## config.mk

```make
export PLATFORM = sky130hd
export DESIGN_NAME = cassette_rec_flat
export DESIGN_NICKNAME = d
export VERILOG_FILES = /design/src/rtl/cassette_rec_if.sv /design/src/rtl/cassette_rec.sv /design/src/flat_wrapper.sv
export SDC_FILE = /design/constraint.sdc
export NUM_CORES = 1
export LEC_CHECK = 0
export CAP_MARGIN = 20
export CORE_ASPECT_RATIO = 1.5
export CORE_MARGIN = 2
export CORE_UTILIZATION = 50
export CTS_CLUSTER_DIAMETER = 100
export DETAILED_ROUTE_END_ITERATION = 10
export PLACE_DENSITY = 0.76
export SYNTH_ARGS = -nofsm -noshare
export SYNTH_HDL_FRONTEND = slang
export SYNTH_SLANG_ARGS = --single-unit
```

## constraint.sdc

```tcl
create_clock -name clk -period 2.8 [get_ports clk]
set_input_delay 0.28 -clock clk [delete_from_list [all_inputs] [get_ports clk]]
set_output_delay 0.28 -clock clk [all_outputs]
set_load 0.02 [all_outputs]
```

## src/rtl/cassette_rec_if.sv

```systemverilog
// Cassette recorder SDRAM write port.
// Byte address, byte data, write request held until a one-cycle ack.
interface cassette_rec_if #(
  parameter int ADDR_W = 25
);
  logic [ADDR_W-1:0] sdram_addr;
  logic [7:0]        sdram_data;
  logic              sdram_we;
  logic              sdram_ack;

  modport master (
    output sdram_addr, sdram_data, sdram_we,
    input  sdram_ack
  );

  modport slave (
    input  sdram_addr, sdram_data, sdram_we,
    output sdram_ack
  );
endinterface

```

## src/rtl/cassette_rec.sv

```systemverilog
// Cassette recorder: DAC crossings -> FSK bits -> bytes -> SDRAM.
// Optional CASREC_LEADER_SYNC_EN: hunt for 8'h55 before framing bytes.
module cassette_rec #(
  parameter int SPLIT_CYC  = 35795,
  parameter int MIN_CYC    = 11454,
  parameter int MAX_CYC    = 71590,
  parameter int HYST       = 4,
  parameter int FIFO_DEPTH = 4,
  parameter int ADDR_W     = 25
) (
  input  logic              clk,
  input  logic              reset,
  input  logic              record,
  input  logic              motor,
  input  logic [5:0]        dac,
  cassette_rec_if.master    sdram,
  output logic [ADDR_W-1:0] byte_count,
  output logic              recording,
  output logic              overflow
);

  localparam int CW  = $clog2(MAX_CYC + 1);
  localparam int PW  = $clog2(FIFO_DEPTH);
  localparam int AW1 = ADDR_W + 1;

  localparam logic [CW-1:0] C_MIN   = CW'(MIN_CYC);
  localparam logic [CW-1:0] C_SPLIT = CW'(SPLIT_CYC);
  localparam logic [CW-1:0] C_MAX   = CW'(MAX_CYC);
  localparam logic [5:0]    LVL_HI  = 6'(32 + HYST);
  localparam logic [5:0]    LVL_LO  = 6'(31 - HYST);
  localparam logic [PW:0]   FULL    = (PW+1)'(FIFO_DEPTH);

  typedef enum logic {W_IDLE, W_REQ} wstate_t;

  logic           cmp, cmp_q, record_q;
  logic           rise, arm, gap;
  logic           bit_ok, bit_val;
  logic           push_req, push_ok;
  logic           full, room;
  logic [CW-1:0]  cnt;
  logic [7:0]     shreg, sh_next;
  logic [2:0]     bit_cnt;
  logic [7:0]     mem [FIFO_DEPTH];
  logic [PW-1:0]  rd_ptr, wr_ptr;
  logic [PW:0]    fill;
  logic [AW1-1:0] addr_q, next_slot;
  logic [7:0]     data_q;
  logic           pop, done;
  wstate_t        state, state_nx;
`ifdef CASREC_LEADER_SYNC_EN
  logic           synced;
`endif

  assign rise    = recording & cmp & ~cmp_q;
  assign arm     = record & ~record_q;
  assign gap     = rise && (cnt >= C_MAX);
  assign bit_ok  = rise && (cnt >= C_MIN)
                   && (cnt < C_MAX);
  assign bit_val = (cnt < C_SPLIT);
  assign sh_next = {bit_val, shreg[7:1]};

`ifdef CASREC_LEADER_SYNC_EN
  assign push_req = bit_ok && (synced
                    ? (bit_cnt == 3'd7)
                    : (sh_next == 8'h55));
`else
  assign push_req = bit_ok && (bit_cnt == 3'd7);
`endif

  // Next address that a newly pushed byte would land on.
  assign next_slot = addr_q + AW1'(fill)
                     + AW1'(state == W_REQ);
  assign full    = (fill == FULL);
  assign room    = ~next_slot[ADDR_W];
  assign push_ok = push_req & ~full & room;

  // Hysteresis comparator and registered control levels.
  always_ff @(posedge clk or negedge reset) begin
    if (!reset) begin
      cmp       <= 1'b0;
      cmp_q     <= 1'b0;
      record_q  <= 1'b0;
      recording <= 1'b0;
    end else begin
      cmp_q <= cmp;
      if (dac >= LVL_HI)
        cmp <= 1'b1;
      else if (dac <= LVL_LO)
        cmp <= 1'b0;
      record_q  <= record;
      recording <= record & motor;
    end
  end

  // Period measurement and bit packing.
  always_ff @(posedge clk or negedge reset) begin
    if (!reset) begin
      cnt     <= '0;
      shreg   <= '0;
      bit_cnt <= '0;
`ifdef CASREC_LEADER_SYNC_EN
      synced  <= 1'b0;
`endif
    end else if (!recording) begin
      cnt     <= '0;
      shreg   <= '0;
      bit_cnt <= '0;
`ifdef CASREC_LEADER_SYNC_EN
      synced  <= 1'b0;
`endif
    end else if (gap) begin
      cnt     <= '0;
      shreg   <= '0;
      bit_cnt <= '0;
`ifdef CASREC_LEADER_SYNC_EN
      synced  <= 1'b0;
`endif
    end else if (bit_ok) begin
      cnt   <= '0;
      shreg <= sh_next;
`ifdef CASREC_LEADER_SYNC_EN
      if (synced)
        bit_cnt <= bit_cnt + 3'd1;
      else if (sh_next == 8'h55)
        synced <= 1'b1;
`else
      bit_cnt <= bit_cnt + 3'd1;
`endif
    end else if (cnt != C_MAX) begin
      cnt <= cnt + CW'(1);
    end
  end

  // Byte FIFO between the bit packer and the writer.
  always_ff @(posedge clk or negedge reset) begin
    if (!reset) begin
      rd_ptr <= '0;
      wr_ptr <= '0;
      fill   <= '0;
      for (int i = 0; i < FIFO_DEPTH; i++)
        mem[i] <= '0;
    end else begin
      if (push_ok) begin
        mem[wr_ptr] <= sh_next;
        wr_ptr      <= wr_ptr + PW'(1);
      end
      if (pop)
        rd_ptr <= rd_ptr + PW'(1);
      unique case ({push_ok, pop})
        2'b10:   fill <= fill + (PW+1)'(1);
        2'b01:   fill <= fill - (PW+1)'(1);
        default: fill <= fill;
      endcase
    end
  end

  // Writer state register.
  always_ff @(posedge clk or negedge reset) begin
    if (!reset)
      state <= W_IDLE;
    else
      state <= state_nx;
  end

  // Writer next state: load head on entry, retire on ack.
  always_comb begin
    state_nx = state;
    pop      = 1'b0;
    done     = 1'b0;
    unique case (state)
      W_IDLE: if (fill != '0) begin
        state_nx = W_REQ;
        pop      = 1'b1;
      end
      W_REQ: if (sdram.sdram_ack) begin
        state_nx = W_IDLE;
        done     = 1'b1;
      end
      default: state_nx = W_IDLE;
    endcase
  end

  // Write data, tape address and sticky drop flag.
  always_ff @(posedge clk or negedge reset) begin
    if (!reset) begin
      data_q   <= '0;
      addr_q   <= '0;
      overflow <= 1'b0;
    end else begin
      if (pop)
        data_q <= mem[rd_ptr];
      if (arm)
        addr_q <= '0;
      else if (done)
        addr_q <= addr_q + AW1'(1);
      if (push_req && !push_ok)
        overflow <= 1'b1;
      else if (arm)
        overflow <= 1'b0;
    end
  end

  assign sdram.sdram_addr = addr_q[ADDR_W-1:0];
  assign sdram.sdram_data = data_q;
  assign sdram.sdram_we   = (state == W_REQ);
  assign byte_count       = addr_q[ADDR_W-1:0];

endmodule

```

## src/flat_wrapper.sv

```systemverilog
// flat-port wrapper written by rule: the top's interface ports become plain ports
module cassette_rec_flat 
#(
  parameter int SPLIT_CYC  = 35795,
  parameter int MIN_CYC    = 11454,
  parameter int MAX_CYC    = 71590,
  parameter int HYST       = 4,
  parameter int FIFO_DEPTH = 4,
  parameter int ADDR_W     = 25
)
  (clk, reset, record, motor, dac, byte_count, recording, overflow, sdram_sdram_addr, sdram_sdram_data, sdram_sdram_we, sdram_sdram_ack);
  cassette_rec_if #(.ADDR_W(ADDR_W)) sdram_i ();
  input  logic clk;
  input  logic reset;
  input  logic record;
  input  logic motor;
  input  logic [5:0] dac;
  output logic [ADDR_W-1:0] byte_count;
  output logic recording;
  output logic overflow;
  output wire logic [$bits(sdram_i.sdram_addr)-1:0] sdram_sdram_addr;
  output wire logic [$bits(sdram_i.sdram_data)-1:0] sdram_sdram_data;
  output wire logic [$bits(sdram_i.sdram_we)-1:0] sdram_sdram_we;
  input wire logic [$bits(sdram_i.sdram_ack)-1:0] sdram_sdram_ack;
  assign sdram_sdram_addr = sdram_i.sdram_addr;
  assign sdram_sdram_data = sdram_i.sdram_data;
  assign sdram_sdram_we = sdram_i.sdram_we;
  assign sdram_i.sdram_ack = sdram_sdram_ack;
  cassette_rec #(.SPLIT_CYC(SPLIT_CYC), .MIN_CYC(MIN_CYC), .MAX_CYC(MAX_CYC), .HYST(HYST), .FIFO_DEPTH(FIFO_DEPTH), .ADDR_W(ADDR_W)) u_core (.clk(clk), .reset(reset), .record(record), .motor(motor), .dac(dac), .sdram(sdram_i), .byte_count(byte_count), .recording(recording), .overflow(overflow));
endmodule
```

Word level (Yosys, flattened, before mapping)
Index checks and enable logic that the tools add are counted.

Logic and storage cells: 97. Latch bits: 0. Memories kept: 0. Input port bits: 11. Register bits: 107. RAM bits: 0. Bits in read-only memories: 0.

Multipliers: 0. Shifts and indexed selects: 0. Mux-type cells: 29. Reduce and logical (&&, ||, !) cells: 12. Add/sub/neg operators: 9. Bitwise gates (word level): 13. Divide/modulo/power cells: 0. Eq/ne operators: 7. Order comparisons: 9.

Operators by type and width (count): 17-bit 2-to-1 mux (4); 26-bit 2-to-1 mux (2); 8-bit 2-to-1 mux (6); 32-bit bitwise mux (1); 26-bit by 1-bit adder with 26-bit output (1); 26-bit by 1-bit adder with 26-bit output (second input constant) (1); 26-bit by 3-bit adder with 26-bit output (1); 17-bit by 1-bit adder with 17-bit output (second input constant) (1); 17-bit by 14-bit greater-or-equal comparator with 1-bit output (second input constant) (1); 17-bit greater-or-equal comparator (second input constant) (1); 17-bit by 16-bit < comparator with 1-bit output (second input constant) (1); 17-bit < comparator (second input constant) (1); 17-bit inequality test (second input constant) (1); 8-bit binary-select mux with 2-bit select (1); 8-bit demux with 2-bit select (1); 1-bit 2-to-1 mux (9); 3-bit 2-to-1 mux (3); 2-bit nonzero test (4); 3-bit by 1-bit adder with 3-bit output (second input constant) (2); 1-bit AND (6); 3-bit == test (second input constant) (2); 3-bit greater-or-equal comparator (second input constant) (2); 6-bit greater-or-equal comparator (second input constant) (1); 6-bit by 5-bit <= comparator with 1-bit output (second input constant) (1); 14 further kinds (25).

Logic depth before layout (Yosys ltp)
Depth after elaboration: 10. Mapped depth: 15. Mapped depth without buffers: 14.

Worst setup path before layout
Ideal clock, no wire load.

Path type: register -> register. Start point: reg u_core.addr_q[3]. End point: reg u_core.fill[2]. Path slack: -86 ps. Clock period less this slack: 2886 ps. Library setup time: 79 ps. Cell stages (with the launch flop): 14. Data arrival time: 2806 ps. Data required time: 2721 ps. Path through: dfrtp_1 -> and4_1 -> and3_1 -> clkbuf_1 -> nand4_1 -> xnor2_1 -> nor3_1 -> inv_1 -> ha_1 -> inv_1 -> fa_1 -> xor2_1 -> nor2_1 -> xor2_1.

Word-level cells in the longest chain between the ends: 6. Elaborated cells on any way between the ends: 8.

RTL lines: start: declaration (line cassette_rec.sv:46) `logic [AW1-1:0] addr_q, next_slot;`; start signal: assignment (line cassette_rec.sv:195) `addr_q <= addr_q + AW1'(1);`; 26-bit by 3-bit adder with 26-bit output (*) (line cassette_rec.sv:71) `assign next_slot = addr_q + AW1'(fill)`; 26-bit by 1-bit adder with 26-bit output (*) (line cassette_rec.sv:72) `+ AW1'(state == W_REQ);`; 1-bit inverter (*) (line cassette_rec.sv:74) `assign room = ~next_slot[ADDR_W];`; 1-bit AND (*) (line cassette_rec.sv:75) `assign push_ok = push_req & ~full & room;`; 2-bit by 1-bit == test with 1-bit output or 2-bit == test (tied branches) (line cassette_rec.sv:149) `unique case ({push_ok, pop})`; 3-bit one-hot mux with 2 select lines or 2-bit nonzero test (tied branches); end signal: assignment (line cassette_rec.sv:150) `2'b10: fill <= fill + (PW+1)'(1);`; end signal: assignment (line cassette_rec.sv:151) `2'b01: fill <= fill - (PW+1)'(1);`; end signal: assignment (line cassette_rec.sv:152) `default: fill <= fill;`; end: declaration (line cassette_rec.sv:45) `logic [PW:0] fill;`.

Every way passes the cells marked *; elsewhere a longest branch is shown, timed or not. A chain may end at the register's enable or synchronous reset.

Final worst setup path
Start point: reg u_core.cnt[0]. End point: reg u_core.mem[9] (netlist bit).

Word-level cells in the longest chain between the ends: 6. Elaborated cells on any way between the ends: 7.

RTL lines: start: declaration (line cassette_rec.sv:40) `logic [CW-1:0] cnt;`; start signal: assignment (line cassette_rec.sv:130) `cnt <= cnt + CW'(1);`; 17-bit by 14-bit greater-or-equal comparator with 1-bit output (line cassette_rec.sv:57) `assign bit_ok = rise && (cnt >= C_MIN)`; 1-bit logical AND (line cassette_rec.sv:57); 1-bit logical AND (*) (line cassette_rec.sv:58) `&& (cnt < C_MAX);`; 1-bit logical AND (*) (line cassette_rec.sv:67) `assign push_req = bit_ok && (bit_cnt == 3'd7);`; 1-bit AND (*) (2 in a row) (line cassette_rec.sv:75); end signal: indexed assignment (line cassette_rec.sv:144) `mem[wr_ptr] <= sh_next;`; end: declaration (line cassette_rec.sv:43) `logic [7:0] mem [FIFO_DEPTH];`.

Marks and branches as above.

==> reports/metrics.yaml <==
status: "complete, no violations"
synth_top_area_cell: "dfrtp_1"
clkPwrFrac_pct: 41.7
synth_seq_cells: 106
netlist.area_leader.share_pct: 48.4
internal-power_mw: 2.24
areaGrowthSynthToFinish_pct: 17.5
grt_start_max_net_pins: 45
cts_tree: "yes"
synthFlopType: "dfrtp_1"
dpl.hpwl_mm: 7.79
yosysWarnings: 0
netlist_area_sq_mm: 0.00548
p_sw_share_pct: 22.1
cts_made_buffers: 9
p_switching_mw: 0.635
route.detailed.drc: 0
avgSynthCellArea_sq_um: 11.1
die_h_um: 132
hold_slack_ns: 0.402
synthXorXnorAreaFrac_pct: 6.71
clkSinkCount: 106
finalNetCount: 563
rows: 46
setup_viol: 0
routed_wl_mm: 11.1
period_minus_slack_ns: 2.71
crit_fanout: 8
drv_cap: 0
fin_setup_tns_ns: 0
grt_first_pass_wirelength_mm: 18.1
hold_class: "reg -> reg"
start_kind: "register"
start_util_pct: 51.5
design.die.area_sq_mm: 0.0118
root_buffer: "clkbuf_16"
post_drt_wl_per_cell_um: 16.2
drt_first_pass_iters: 4
path_class: "reg -> reg"
peakVddDrop_v: 0.000292
yosysSeqAreaShare_pct: 48.4
tightest_slew_ns: 0.611
yosys.area_share.simple_pct: 14.4
clock_latency_ns: 0.34
crit_required_ns: 3.03
ys_top_cells_by_area: "dfrtp_1, buf_4, mux2_2"
power.total_mw: 2.88
drive_gt1_share_pct: 19.2
comb_power_share_pct: 4.5
antenna_cells: 0
total_leakage_power_nw: 2.98
async_flop_share_pct: 100
synth_mux_area_share_pct: 14.1
gp_congestion: 0.909
finalCritPeriodShare_pct: 96.9
grt_pass1_vias: 3808
cp.arrival_ns: 2.94
port_buffers: 69
powerDensity_mw_per_mm2: 447
htreeDepth: 3
yosysUniqueCellTypes: 43
end_kind: "register"
dieWidth_um: 89.5
syn_nets: 517
gr-total-overflow: 0
synth_edf_count: 0
hold_violations: 0
io_pins: 72
grt_antenna_before_repair: 0
syn-instance-count: 492
clk_pin_slew_ns: 0.07
sequentialPowerShare_pct: 53.8
synth_top_family_by_area: "simple AND/OR/NAND/NOR gates"
cts.path.max_buffers: 2
synthAdderAreaFrac_pct: 3.33
max_freq_ghz: 0.369
finalMaxSlewViolations: 0
drt_iter0_markers: 172
core-area_sq_mm: 0.0106
vias_per_cell: 5.42
synth_compound_area_share_pct: 3.90
grt_use_total_pct: 19.7
clock_skew_ns: 0.00902
max_slew_margin_pct: 59.3
ant_nets: 0
vias: 3725
==> power by group through the flow <==
stage          Sequential [mW]  Clock, mW  Combinational [mW]
2_1_floorplan             1.58          0              0.0496
3_3_place_gp              1.58          0               0.126
3_5_place_dp              1.58          0               0.130
4_1_cts                   1.55       1.22               0.132
5_1_grt                   1.55       1.28               0.145
6_report                  1.55       1.20               0.129
==> flip-flops by register name, indices dropped and copies added, names as in the netlist <==
register and cells:
u_core.addr_q 26, u_core.bit_cnt 3, u_core.cmp 1, u_core.cmp_q 1, u_core.cnt 17, u_core.fill 3
u_core.mem 32, u_core.overflow 1, u_core.rd_ptr 2, u_core.record_q 1, u_core.recording 1, u_core.sdram.sdram_data 8
u_core.sdram.sdram_we 1, u_core.shreg 7, u_core.wr_ptr 2
==> cell usage after synthesis (all sizes together), types with 8 or more instances <==
| cell | n |
|---|---|
| o21ai | 8 |
| xor2 | 26 |
| nand4 | 11 |
| nor3 | 11 |
| buf | 59 |
| inv | 13 |
| ha | 13 |
| dfrtp | 106 |
| xnor2 | 16 |
| nand3 | 19 |
| mux4 | 8 |
| nand2 | 28 |
| mux2i | 10 |
| mux2 | 41 |
| nor2 | 58 |
| a21oi | 13 |
| or3 | 8 |
==> area by class of cell <==
cell class                      count  area, sq um
Fill cell                         817         4200
Clock inverter                      3         21.3
Clock buffer                       13          260
Inverter                           13         48.8
Multi-Input combinational cell    308         2360
Timing Repair Buffer              100          923
Sequential cell                   106         2650
Tap cell                          144          180
==> cells by family (layout without fill, tap and decap cells) <==
logic type / count (synthesis) / count (layout)
AO/OA/AOI/OAI: 35 / 35
multiplexers: 59 / 59
buffers and inverters: 78 / 129
flip-flops: 106 / 106
adder cells (fa/ha/maj): 14 / 14
XOR/XNOR: 42 / 42
AND/OR/NAND/NOR: 158 / 158
==> metrics by stage <==
stage	util (%)	area [sq um]	worst slack (ns)	instances
3_5_place_dp	57.5	6120	0.0723	669
3_3_place_gp	57.5	6120	0.184	669
6_report	60.5	6440	0.0878	687
4_1_cts	60.2	6410	0.0857	686
2_1_floorplan	-	5490	0.0361	492
5_1_grt	60.5	6440	-0.0550	687
==> metal layers <==
layer / vias to the layer above / part of all wire [%] / GRT usage [%]
met5: - / 0 / 0
met4: 0 / 1.8 / 7.55
met3: 17 / 3.0 / 2.88
li1: 1730 / - / -
met1: 1895 / 41 / 24.2
met2: 83 / 54 / 34.1
==> worst max-delay path, cell delays in order, from the launching register on <==
cell and delay [ns]:
dfrtp_1 0.38, inv_1 0.06, ha_1 0.13, o21ai_0 0.06, o211ai_1 0.29, a41oi_2 0.18
or3b_4 0.43, or4b_1 0.53, buf_4 0.22, mux2_4 0.31
==> placed cells by master (no fill, tap or decap), types with 2 or more instances in the layout <==
cell type / instances
nor2_1: 58
a21o_1: 3
xnor2_1: 15
a21oi_1: 13
a31oi_1: 2
xor2_1: 26
and4b_1: 2
clkbuf_1: 2
buf_4: 31
or3_1: 8
clkdlybuf4s50_1: 68
nor3_2: 3
nand4_1: 10
mux2i_1: 10
inv_1: 13
and3_1: 6
a211o_1: 2
nand3_1: 19
clkbuf_16: 9
dfrtp_1: 106
mux2_4: 8
mux2_2: 33
nand2_1: 28
ha_1: 13
clkbuf_8: 2
o21ai_0: 8
nor3_1: 7
and4_1: 5
and2_1: 4
mux4_2: 8
==> timing repair <==
action                     CTS  global route
setup buffers                0             1
resized for setup            0             5
hold endpoints to repair    41             0
setup endpoints to repair    0             2
hold buffers                 1             0
==> path summary, 6_finish.rpt <==
kind / startpoint / end / slack [ns] / depth (start not counted)
setup / recovery: u_core.cnt[0] / u_core.mem[9] / 0.09 / 9
hold / removal: u_core.cmp / u_core.cmp_q / 0.40 / 0
setup reg to reg: u_core.cnt[0] / u_core.mem[9] / 0.09 / 9
hold reg to reg: u_core.cmp / u_core.cmp_q / 0.40 / 0
max in group asynchronous: reset / u_core.wr_ptr[1] / 1.58 / 3
min in group asynchronous: reset / u_core.addr_q[3] / 0.48 / 2
No activity file was read; power rests on OpenSTA's default activity.
